## src/rtl/dmem_arb_pkg.sv

```systemverilog
// dmem_arb_pkg: shared types and widths for the data-memory port arbiter.
//   arb_state_e : arbiter FSM state (IDLE, LDR_BURST)
//   owner_e     : which side drives data_mem this cycle
//   WAIT_W      : width of the loader wait / burst beat counters
//   CNT_W       : width of the optional statistics counters
package dmem_arb_pkg;
  localparam int WAIT_W = 8;
  localparam int CNT_W  = 16;

  typedef enum logic [0:0] {
    IDLE      = 1'b0,
    LDR_BURST = 1'b1
  } arb_state_e;

  typedef enum logic [1:0] {
    OWN_NONE = 2'd0,
    OWN_CORE = 2'd1,
    OWN_LDR  = 2'd2
  } owner_e;

  // Saturating increment for the statistics counters.
  function automatic logic [CNT_W-1:0] sat_inc_cnt(input logic [CNT_W-1:0] v);
    return (v == '1) ? v : v + CNT_W'(1);
  endfunction
endpackage

```

## src/rtl/dmem_arb_mux.sv

```systemverilog
// dmem_arb_mux: combinational select of the data_mem request from the owning side.
// Ports:
//   owner                      : current port owner (none/core/loader)
//   core_rd_en/wr_en/addr/wdata: LSU request; write wins if both enables set
//   ldr_we/addr/wdata          : loader beat
//   mem_rd_en/wr_en/addr/wr_data: request to data_mem; enables low when nobody owns
module dmem_arb_mux
  import dmem_arb_pkg::*;
#(
  parameter int AW = 32,
  parameter int DW = 32
) (
  input  owner_e          owner,
  input  logic            core_rd_en,
  input  logic            core_wr_en,
  input  logic [AW-1:0]   core_addr,
  input  logic [DW-1:0]   core_wdata,
  input  logic            ldr_we,
  input  logic [AW-1:0]   ldr_addr,
  input  logic [DW-1:0]   ldr_wdata,
  output logic            mem_rd_en,
  output logic            mem_wr_en,
  output logic [AW-1:0]   mem_addr,
  output logic [DW-1:0]   mem_wr_data
);
  always_comb begin
    mem_rd_en   = 1'b0;
    mem_wr_en   = 1'b0;
    mem_addr    = core_addr;
    mem_wr_data = core_wdata;
    case (owner)
      OWN_CORE: begin
        mem_wr_en = core_wr_en;
        mem_rd_en = core_rd_en & ~core_wr_en;
      end
      OWN_LDR: begin
        mem_wr_en   = ldr_we;
        mem_rd_en   = ~ldr_we;
        mem_addr    = ldr_addr;
        mem_wr_data = ldr_wdata;
      end
      default: ;
    endcase
  end
endmodule

```

## src/rtl/dmem_port_arbiter.sv

```systemverilog
// dmem_port_arbiter: shares the single data_mem port between the LSU and the UART loader.
// Core has fixed priority; a loader starved for MAX_WAIT cycles is forced one grant, and a
// locked loader may hold the port for up to BURST_MAX consecutive beats. Grants are
// combinational in the request cycle; the core sees core_stall when it loses.
// Ports: clk, rst (sync, active-high); core_* (LSU side, core_rdata/core_stall out);
//   ldr_* (loader side, ldr_gnt/ldr_rdata out); mem_* (data_mem side, mem_rdata in).
// Optional: define DMEM_ARB_STATS_EN to add conflict_cnt (stalled-core cycles) and
//   forced_cnt (starvation-forced loader grants), 16-bit saturating.
module dmem_port_arbiter
  import dmem_arb_pkg::*;
#(
  parameter int MAX_WAIT  = 8,
  parameter int BURST_MAX = 4,
  parameter int AW        = 32,
  parameter int DW        = 32
) (
  input  logic             clk,
  input  logic             rst,
  input  logic             core_rd_en,
  input  logic             core_wr_en,
  input  logic [AW-1:0]    core_addr,
  input  logic [DW-1:0]    core_wdata,
  output logic [DW-1:0]    core_rdata,
  output logic             core_stall,
  input  logic             ldr_req,
  input  logic             ldr_we,
  input  logic             ldr_lock,
  input  logic [AW-1:0]    ldr_addr,
  input  logic [DW-1:0]    ldr_wdata,
  output logic             ldr_gnt,
  output logic [DW-1:0]    ldr_rdata,
  output logic             mem_rd_en,
  output logic             mem_wr_en,
  output logic [AW-1:0]    mem_addr,
  output logic [DW-1:0]    mem_wr_data,
  input  logic [DW-1:0]    mem_rdata
`ifdef DMEM_ARB_STATS_EN
  ,
  output logic [CNT_W-1:0] conflict_cnt,
  output logic [CNT_W-1:0] forced_cnt
`endif
);
  localparam logic [WAIT_W-1:0] MAX_W   = WAIT_W'(MAX_WAIT);
  localparam logic [WAIT_W-1:0] BURST_W = WAIT_W'(BURST_MAX);

  arb_state_e        state, state_nx;
  logic [WAIT_W-1:0] wait_cnt, wait_nx;
  logic [WAIT_W-1:0] beat_cnt, beat_nx;
  owner_e            owner;
  logic              core_req;
  logic              forced;

  assign core_req   = core_rd_en | core_wr_en;
  assign core_rdata = mem_rdata;
  assign ldr_rdata  = mem_rdata;

  always_comb begin
    owner      = OWN_NONE;
    ldr_gnt    = 1'b0;
    core_stall = 1'b0;
    forced     = 1'b0;
    state_nx   = state;
    beat_nx    = beat_cnt;
    // Reset overrides everything so an in-flight burst never touches memory.
    if (!rst) begin
      case (state)
        IDLE: begin
          beat_nx = '0;
          // A wait_cnt at MAX_WAIT only matters while the loader is still asking.
          if (core_req && (wait_cnt < MAX_W || !ldr_req)) begin
            owner = OWN_CORE;
          end else if (ldr_req) begin
            owner      = OWN_LDR;
            ldr_gnt    = 1'b1;
            core_stall = core_req;
            forced     = core_req;
            if (ldr_lock && BURST_MAX > 1) begin
              state_nx = LDR_BURST;
              beat_nx  = WAIT_W'(1);
            end
          end
        end
        LDR_BURST: begin
          core_stall = core_req;
          state_nx   = IDLE;
          beat_nx    = '0;
          if (ldr_req) begin
            owner   = OWN_LDR;
            ldr_gnt = 1'b1;
            // An unlocked beat is still served but ends the burst.
            if (ldr_lock && (beat_cnt + WAIT_W'(1)) != BURST_W) begin
              state_nx = LDR_BURST;
              beat_nx  = beat_cnt + WAIT_W'(1);
            end
          end
        end
        default: state_nx = IDLE;
      endcase
    end
  end

  always_comb begin
    if (!ldr_req || ldr_gnt) wait_nx = '0;
    else if (wait_cnt < MAX_W) wait_nx = wait_cnt + WAIT_W'(1);
    else                       wait_nx = wait_cnt;
  end

  always_ff @(posedge clk) begin
    if (rst) begin
      state    <= IDLE;
      wait_cnt <= '0;
      beat_cnt <= '0;
    end else begin
      state    <= state_nx;
      wait_cnt <= wait_nx;
      beat_cnt <= beat_nx;
    end
  end

`ifdef DMEM_ARB_STATS_EN
  always_ff @(posedge clk) begin
    if (rst) begin
      conflict_cnt <= '0;
      forced_cnt   <= '0;
    end else begin
      if (core_stall) conflict_cnt <= sat_inc_cnt(conflict_cnt);
      if (forced)     forced_cnt   <= sat_inc_cnt(forced_cnt);
    end
  end
`endif

  dmem_arb_mux #(.AW(AW), .DW(DW)) u_mux (
    .owner       (owner),
    .core_rd_en  (core_rd_en),
    .core_wr_en  (core_wr_en),
    .core_addr   (core_addr),
    .core_wdata  (core_wdata),
    .ldr_we      (ldr_we),
    .ldr_addr    (ldr_addr),
    .ldr_wdata   (ldr_wdata),
    .mem_rd_en   (mem_rd_en),
    .mem_wr_en   (mem_wr_en),
    .mem_addr    (mem_addr),
    .mem_wr_data (mem_wr_data)
  );
endmodule

```

## config.mk

```make
export PLATFORM = sky130hd
export DESIGN_NAME = dmem_port_arbiter
export DESIGN_NICKNAME = d
export VERILOG_FILES = /design/src/rtl/dmem_arb_pkg.sv /design/src/rtl/dmem_arb_mux.sv /design/src/rtl/dmem_port_arbiter.sv
export SDC_FILE = /design/constraint.sdc
export NUM_CORES = 1
export LEC_CHECK = 0
export ABC_CLOCK_PERIOD_IN_PS = 6300
export CAP_MARGIN = 20
export CORE_AREA = 5 5 112 114
export CTS_CLUSTER_SIZE = 12
export DETAILED_ROUTE_END_ITERATION = 12
export DIE_AREA = 0 0 117 119
export GPL_TIMING_DRIVEN = 1
export PLACE_DENSITY = 0.61
export SKIP_LAST_GASP = 1
export SYNTH_ARGS = -nofsm -noshare
export SYNTH_HDL_FRONTEND = slang
export SYNTH_SLANG_ARGS = --single-unit
```

## constraint.sdc

```tcl
create_clock -name clk -period 6.3 [get_ports clk]
set_input_delay 0.63 -clock clk [delete_from_list [all_inputs] [get_ports clk]]
set_output_delay 0.63 -clock clk [all_outputs]
set_load 0.01 [all_outputs]
```

==> impl_metrics.ini, run 1 <==
[min_path]
min_path_type = reg2reg
holdPathStages = 1

[power]
leakage_nw = 1.35
ir_drop_mv = 0.187
power_w = 0.000475
power_density_nw_per_um2 = 127

[critical_path]
cp.arrival_ns = 3.89
cp.required_ns = 5.67
reg2regPathDepth = 3
worstSetupPathType = in2out
worstSetupStartpointType = input pin
cp_max_fo = 47
worstSetupEndpointType = primary output

[logic_synthesis]
synth-edff-count = 0
synth_seq_area_share_pct = 17.3
netlist_area_um2 = 1960
syn_area_per_cell_um2 = 9.30
yosysUniqueCellTypes = 32
ys_async_sr_fraction_pct = 0
synthTopCellsByArea = mux2_2, buf_4, dfxtp_1
yosys.area.top_type_share_pct = 36.7
synth-main-ff-cell = dfxtp_1
yosysTopAreaCell = mux2_2
synthCells = 211
ys_seq_elements = 17
ys_warn_count = 0

[cells_and_area]
final_util_pct = 33.1
fin_nets = 522
antenna_cells = 0
drive_gt1_share_pct = 20.6
fill_cells = 1174
area_delta_synth_final_pct = 91.1

[global_route]
grt_max_degree = 48
grt-ovfl-total = 0
antenna_found_initial = 0
grt_util_met2_pct = 22.0
gr-usage-met3_pct = 3.90
grt_pass1_wl_um = 12700
met1_usage_pct = 13.2
busiest_layer = met2
grt_pass1_vias = 2082
track_usage_pct = 11.9

[timing]
worst_pin_slew_ns = 1.08
relSlewSlack_pct = 27.8
finalCritPeriodShare_pct = 71.7
setup_viol_count_final = 0
min_period_ns = 4.52
hold_violations = 0
setup_tns_ns = 0
final.setup_skew_ns = 0.00255
slew_viol_final = 0
fin_hold_ws_ns = 0.441
fmax_mhz = 221
rsz0062_at_grt = no

[cts]
cts_setup_buffers = 0
clk_pin_slew_worst_paths_ns = 0.05
cts_hold_buf = 0
cts_tree = built
cts.sinks = 17
h-tree-depth = 1
clk_latency_ns = 0.25
root_buffer = clkbuf_16
cts_buffers = 3
cts_max_path_buffers = 2
cts-resized-gates = 0

[die]
core_area_um2 = 11300
die-area_um2 = 13900
die_h_um = 119
fp.dieW_um = 117
initial_core_util_pct = 17.3
pin_count = 299
placementRows = 39

[placed_design]
hpwl_um = 8270
gp_congestion = 0.764
io_buffer_count = 202

[route]
wl_per_cell_um = 18.9
antenna_left = 0
drt-initial-drc-count = 43
drc = 0
viasPerCell = 3.99
drt_wl_total_um = 9320
routed-via-count = 1968
dr.pass1.iters = 4

[status]
status = finished, final reports clean

[flow_run]
maxCapViolCount = 0
worst max-delay path, stage by stage:
cell	delay (ns)
clkdlybuf4s50_1	0.45
o21bai_1	0.33
o31ai_1	0.15
inv_1	0.10
ha_2	0.89
buf_4	0.42
mux2_2	0.37
clkdlybuf4s50_1	0.49
cell usage after synthesis (2+ instances only):
| library cell | n |
|---|---|
| inv_1 | 3 |
| dfxtp_1 | 17 |
| nand3_1 | 3 |
| xor2_1 | 3 |
| and2_1 | 3 |
| nor2b_1 | 2 |
| or3_1 | 3 |
| a21oi_1 | 4 |
| o31ai_1 | 2 |
| o21ai_0 | 5 |
| nand2_1 | 4 |
| mux2_2 | 64 |
| clkbuf_1 | 3 |
| buf_2 | 4 |
| nor2_1 | 8 |
| buf_4 | 64 |
| ha_1 | 4 |
cell type report:
cell class / count / area, µm² / area share (%)
clock buffers: 4 / 78.8 / 2.10
inverters: 3 / 11.3 / 0.300
multi-input cells: 123 / 1110 / 29.7
flip-flops and latches: 17 / 340 / 9.07
well taps: 143 / 179 / 4.77
repair buffers: 203 / 2030 / 54.1
state kept, by name (all words and copies together), names as in the netlist:
signal    count
state         1
wait_cnt      8
beat_cnt      8
cell usage in the layout (no fill, tap or decap), drive strengths merged:
| master | instances |
|---|---|
| xnor2 | 1 |
| o31ai | 2 |
| nand4 | 1 |
| nor2b | 2 |
| and2 | 3 |
| mux2 | 64 |
| xor2 | 3 |
| clkbuf | 4 |
| inv | 3 |
| conb | 4 |
| and4 | 1 |
| nor4b | 1 |
| nand2b | 1 |
| or3 | 3 |
| nand4b | 1 |
| a21oi | 4 |
| o21ai | 5 |
| nor4 | 1 |
| nand3b | 1 |
| or4 | 1 |
| ha | 4 |
| nand2 | 4 |
| nor2 | 8 |
| a22oi | 1 |
| nor4bb | 1 |
| a211oi | 1 |
| o21bai | 1 |
| clkdlybuf4s50 | 202 |
| dfxtp | 17 |
| nand3 | 3 |
| a31o | 1 |
| buf | 1 |
path summary, 6_finish.rpt:
kind	to	slack [ns]	start
max	mem_wr_data[26]	1.78	core_wr_en
min	wait_cnt[0]	0.44	wait_cnt[0]
min reg2reg	wait_cnt[0]	0.44	wait_cnt[0]
max reg2reg	beat_cnt[0]	4.80	wait_cnt[7]
per-layer routing:
layer,vias to the layer above,wire [µm]
li1,943,-
met1,896,3330
met2,111,4890
met3,18,989
met4,0,108
met5,-,0
power by group:
part	switching [W]	internal (W)	total (W)
Combinational	0.0000743	0.000164	0.000239
Clock	0.0000392	0.0000858	0.000125
Sequential	0.00000137	0.000110	0.000111
logic make-up (layout without fill, tap and decap cells):
family          after synthesis  after routing  share of synthesized area, %
buf+inv                      74            210                          26.6
mux                          64             64                          36.7
simple gates                 32             32                          10.1
other cells                   1              4                         0.191
compound gates               15             15                          4.65
flops                        17             17                          17.3
xor+xnor                      4              4                          1.78
fa+ha+maj                     4              4                          2.55
stage by stage:
| step | cell area (µm²) | cells | setup WS [ns] |
|---|---|---|---|
| 2_1_floorplan | 1970 | 214 | 3.41 |
| 3_3_place_gp | 3670 | 489 | 1.84 |
| 3_5_place_dp | 3670 | 489 | 1.74 |
| 4_1_cts | 3750 | 493 | 1.74 |
| 5_1_grt | 3750 | 493 | 1.61 |
| 6_report | 3750 | 493 | 1.78 |
(Power assumes the default switching activity.)
==> run 2: changes to the inputs <==
--- a/config.mk
+++ b/config.mk
@@ -5,14 +5,14 @@
 export SDC_FILE = /design/constraint.sdc
 export NUM_CORES = 1
 export LEC_CHECK = 0
-export ABC_CLOCK_PERIOD_IN_PS = 6300
+export ABC_CLOCK_PERIOD_IN_PS = 4100
 export CAP_MARGIN = 20
 export CORE_AREA = 5 5 112 114
 export CTS_CLUSTER_SIZE = 12
 export DETAILED_ROUTE_END_ITERATION = 12
 export DIE_AREA = 0 0 117 119
 export GPL_TIMING_DRIVEN = 1
-export PLACE_DENSITY = 0.61
+export PLACE_DENSITY = 0.63
 export SKIP_LAST_GASP = 1
 export SYNTH_ARGS = -nofsm -noshare
 export SYNTH_HDL_FRONTEND = slang
==> constraint.sdc (replaced) <==
create_clock -name clk -period 4.1 [get_ports clk]
set_input_delay 0.41 -clock clk [delete_from_list [all_inputs] [get_ports clk]]
set_output_delay 0.41 -clock clk [all_outputs]
set_load 0.01 [all_outputs]
==> run 2 against run 1 <==
First-iteration DRC count decreased by 33%. Critical path depth unchanged. Sequential cell count unchanged. Power grew 52%. Cell area increased by 0.20%. Via count down 2.8%. Utilization is 0.066 points higher. Final cell count up 0.20%. Register-to-register slack worse by 2.2 ns. Non-clock buffer count up 1. Routed wire length fell by 9.7%.
==> impl_metrics.ini, run 2 (synthesis results as in run 1) <==
[critical_path]
timing.rr.end = beat_cnt[0]
critical_path_buf_inv_count = 4
endpoint = mem_wr_data[20]
worstSetupPathType = in2out
path_depth = 8
crit_top_cell = clkdlybuf4s50_1
cp.arrival_ns = 3.00
reg2regPathDepth = 3
critPathSlowestCell = clkdlybuf4s50_1
worstSetupEndpointType = primary output
startpoint = core_rd_en
worstSetupStartpointType = input pin
rr_startpoint = wait_cnt[7]
crit_chain = clkdlybuf4s50_1, o21bai_1, o31ai_1, inv_1, ha_2, buf_4, mux2_2, clkdlybuf4s50_1
r2r_setup_slack_ns = 2.64
cp_max_fo = 41
worst_path_largest_cell_delay_ns = 0.49
crit_family = buffers and inverters
cp.required_ns = 3.69

[timing]
setup_slack_ns = 0.687
fmax_mhz = 293
rsz0062_at_grt = no
finalCritPeriodShare_pct = 83.2
final.setup_skew_ns = 0.00272
relSlewSlack_pct = 64.6
setup_viol_count_final = 0
setup_tns_ns = 0
slew_viol_final = 0
worst_pin_slew_ns = 0.531
fin_hold_ws_ns = 0.437
min_period_ns = 3.41
hold_violations = 0

[cts]
cts-resized-gates = 0
clk_latency_ns = 0.24
cts_buffers = 3
cts_max_path_buffers = 2
cts_setup_buffers = 0
cts.sinks = 17
cts_tree = built
root_buffer = clkbuf_16
cts_hold_buf = 0
h-tree-depth = 1
clk_pin_slew_worst_paths_ns = 0.05

[route]
wl_per_cell_um = 17.0
dr.pass1.iters = 2
viasPerCell = 3.87
antenna_left = 0
drc = 0
routed-via-count = 1913
drt_wl_total_um = 8420
drt-initial-drc-count = 29

[global_route]
grt_pass1_vias = 1990
track_usage_pct = 10.8
busiest_layer = met2
grt_max_degree = 42
grt_pass1_wl_um = 11700
met1_usage_pct = 13.2
antenna_found_initial = 0
gr-usage-met3_pct = 2.13
grt-ovfl-total = 0
grt_util_met2_pct = 19.4

[cells_and_area]
fill_cells = 1191
area_delta_synth_final_pct = 91.5
fin_nets = 523
drive_gt1_share_pct = 20.8
antenna_cells = 0
layout_commonest_cell = clkdlybuf4s50_1
final_cell_mix = clkdlybuf4s50_1, mux2_2, dfxtp_1
reg.largest.list = beat_cnt (8), wait_cnt (8), state (1)

[status]
status = finished, final reports clean

[power]
ir_drop_mv = 0.214
leakage_nw = 1.36
power_density_nw_per_um2 = 192
power_w = 0.000723

[die]
initial_core_util_pct = 17.3
placementRows = 39
die_h_um = 119
die-area_um2 = 13900
fp.dieW_um = 117
core_area_um2 = 11300
pin_count = 299

[placed_design]
io_buffer_count = 202
place_ws_ns = 0.684
hpwl_um = 7370
gp_congestion = 0.815

[min_path]
min_path_type = reg2reg

[flow_run]
maxCapViolCount = 0
[run 2: cell types whose count changed in the layout (fill, tap and decap cells not counted)]
cell and change:
buf_4 +1
[run 2: worst min-delay path by stage]
stage | cells past startpoint | slack, ns | to | start
after floorplan | 1 | 0.41 | wait_cnt[0] | wait_cnt[0]
after global placement | 1 | 0.42 | wait_cnt[0] | wait_cnt[0]
after detailed placement | 1 | 0.43 | wait_cnt[0] | wait_cnt[0]
after CTS | 1 | 0.44 | wait_cnt[0] | wait_cnt[0]
after global routing | 1 | 0.47 | wait_cnt[0] | wait_cnt[0]
final | 1 | 0.44 | wait_cnt[0] | wait_cnt[0]
[run 2: cell type report]
type	instances	area (µm²)	area share [%]
clock buffers	4	78.8	2.10
inverters	3	11.3	0.300
multi-input cells	123	1110	29.6
flip-flops and latches	17	340	9.05
well taps	143	179	4.76
repair buffers	204	2040	54.2
[run 2: per-stage QoR]
step           std cells  utilization [%]  instance area (µm²)
3_3_place_gp         490             32.5                 3680
5_1_grt              494             33.2                 3760
3_5_place_dp         490             32.5                 3680
6_report             494             33.2                 3760
2_1_floorplan        214                -                 1970
4_1_cts              494             33.2                 3760
[run 2: power by group]
part | total, W | internal [W] | leakage [nW] | switching [W]
sequential | 0.000171 | 0.000169 | 0.139 | 0.00000208
clock | 0.000189 | 0.000132 | 0.0382 | 0.0000575
combinational | 0.000363 | 0.000252 | 1.18 | 0.000111
[run 2: per-layer routing]
layer  wire (µm)  share of wire [%]  vias to the layer above
met5           0                  0                        -
met2        4420                 53                       82
met3         657                7.8                       21
met4         104                1.2                        0
met1        3230                 38                      860
li1            -                  -                      950
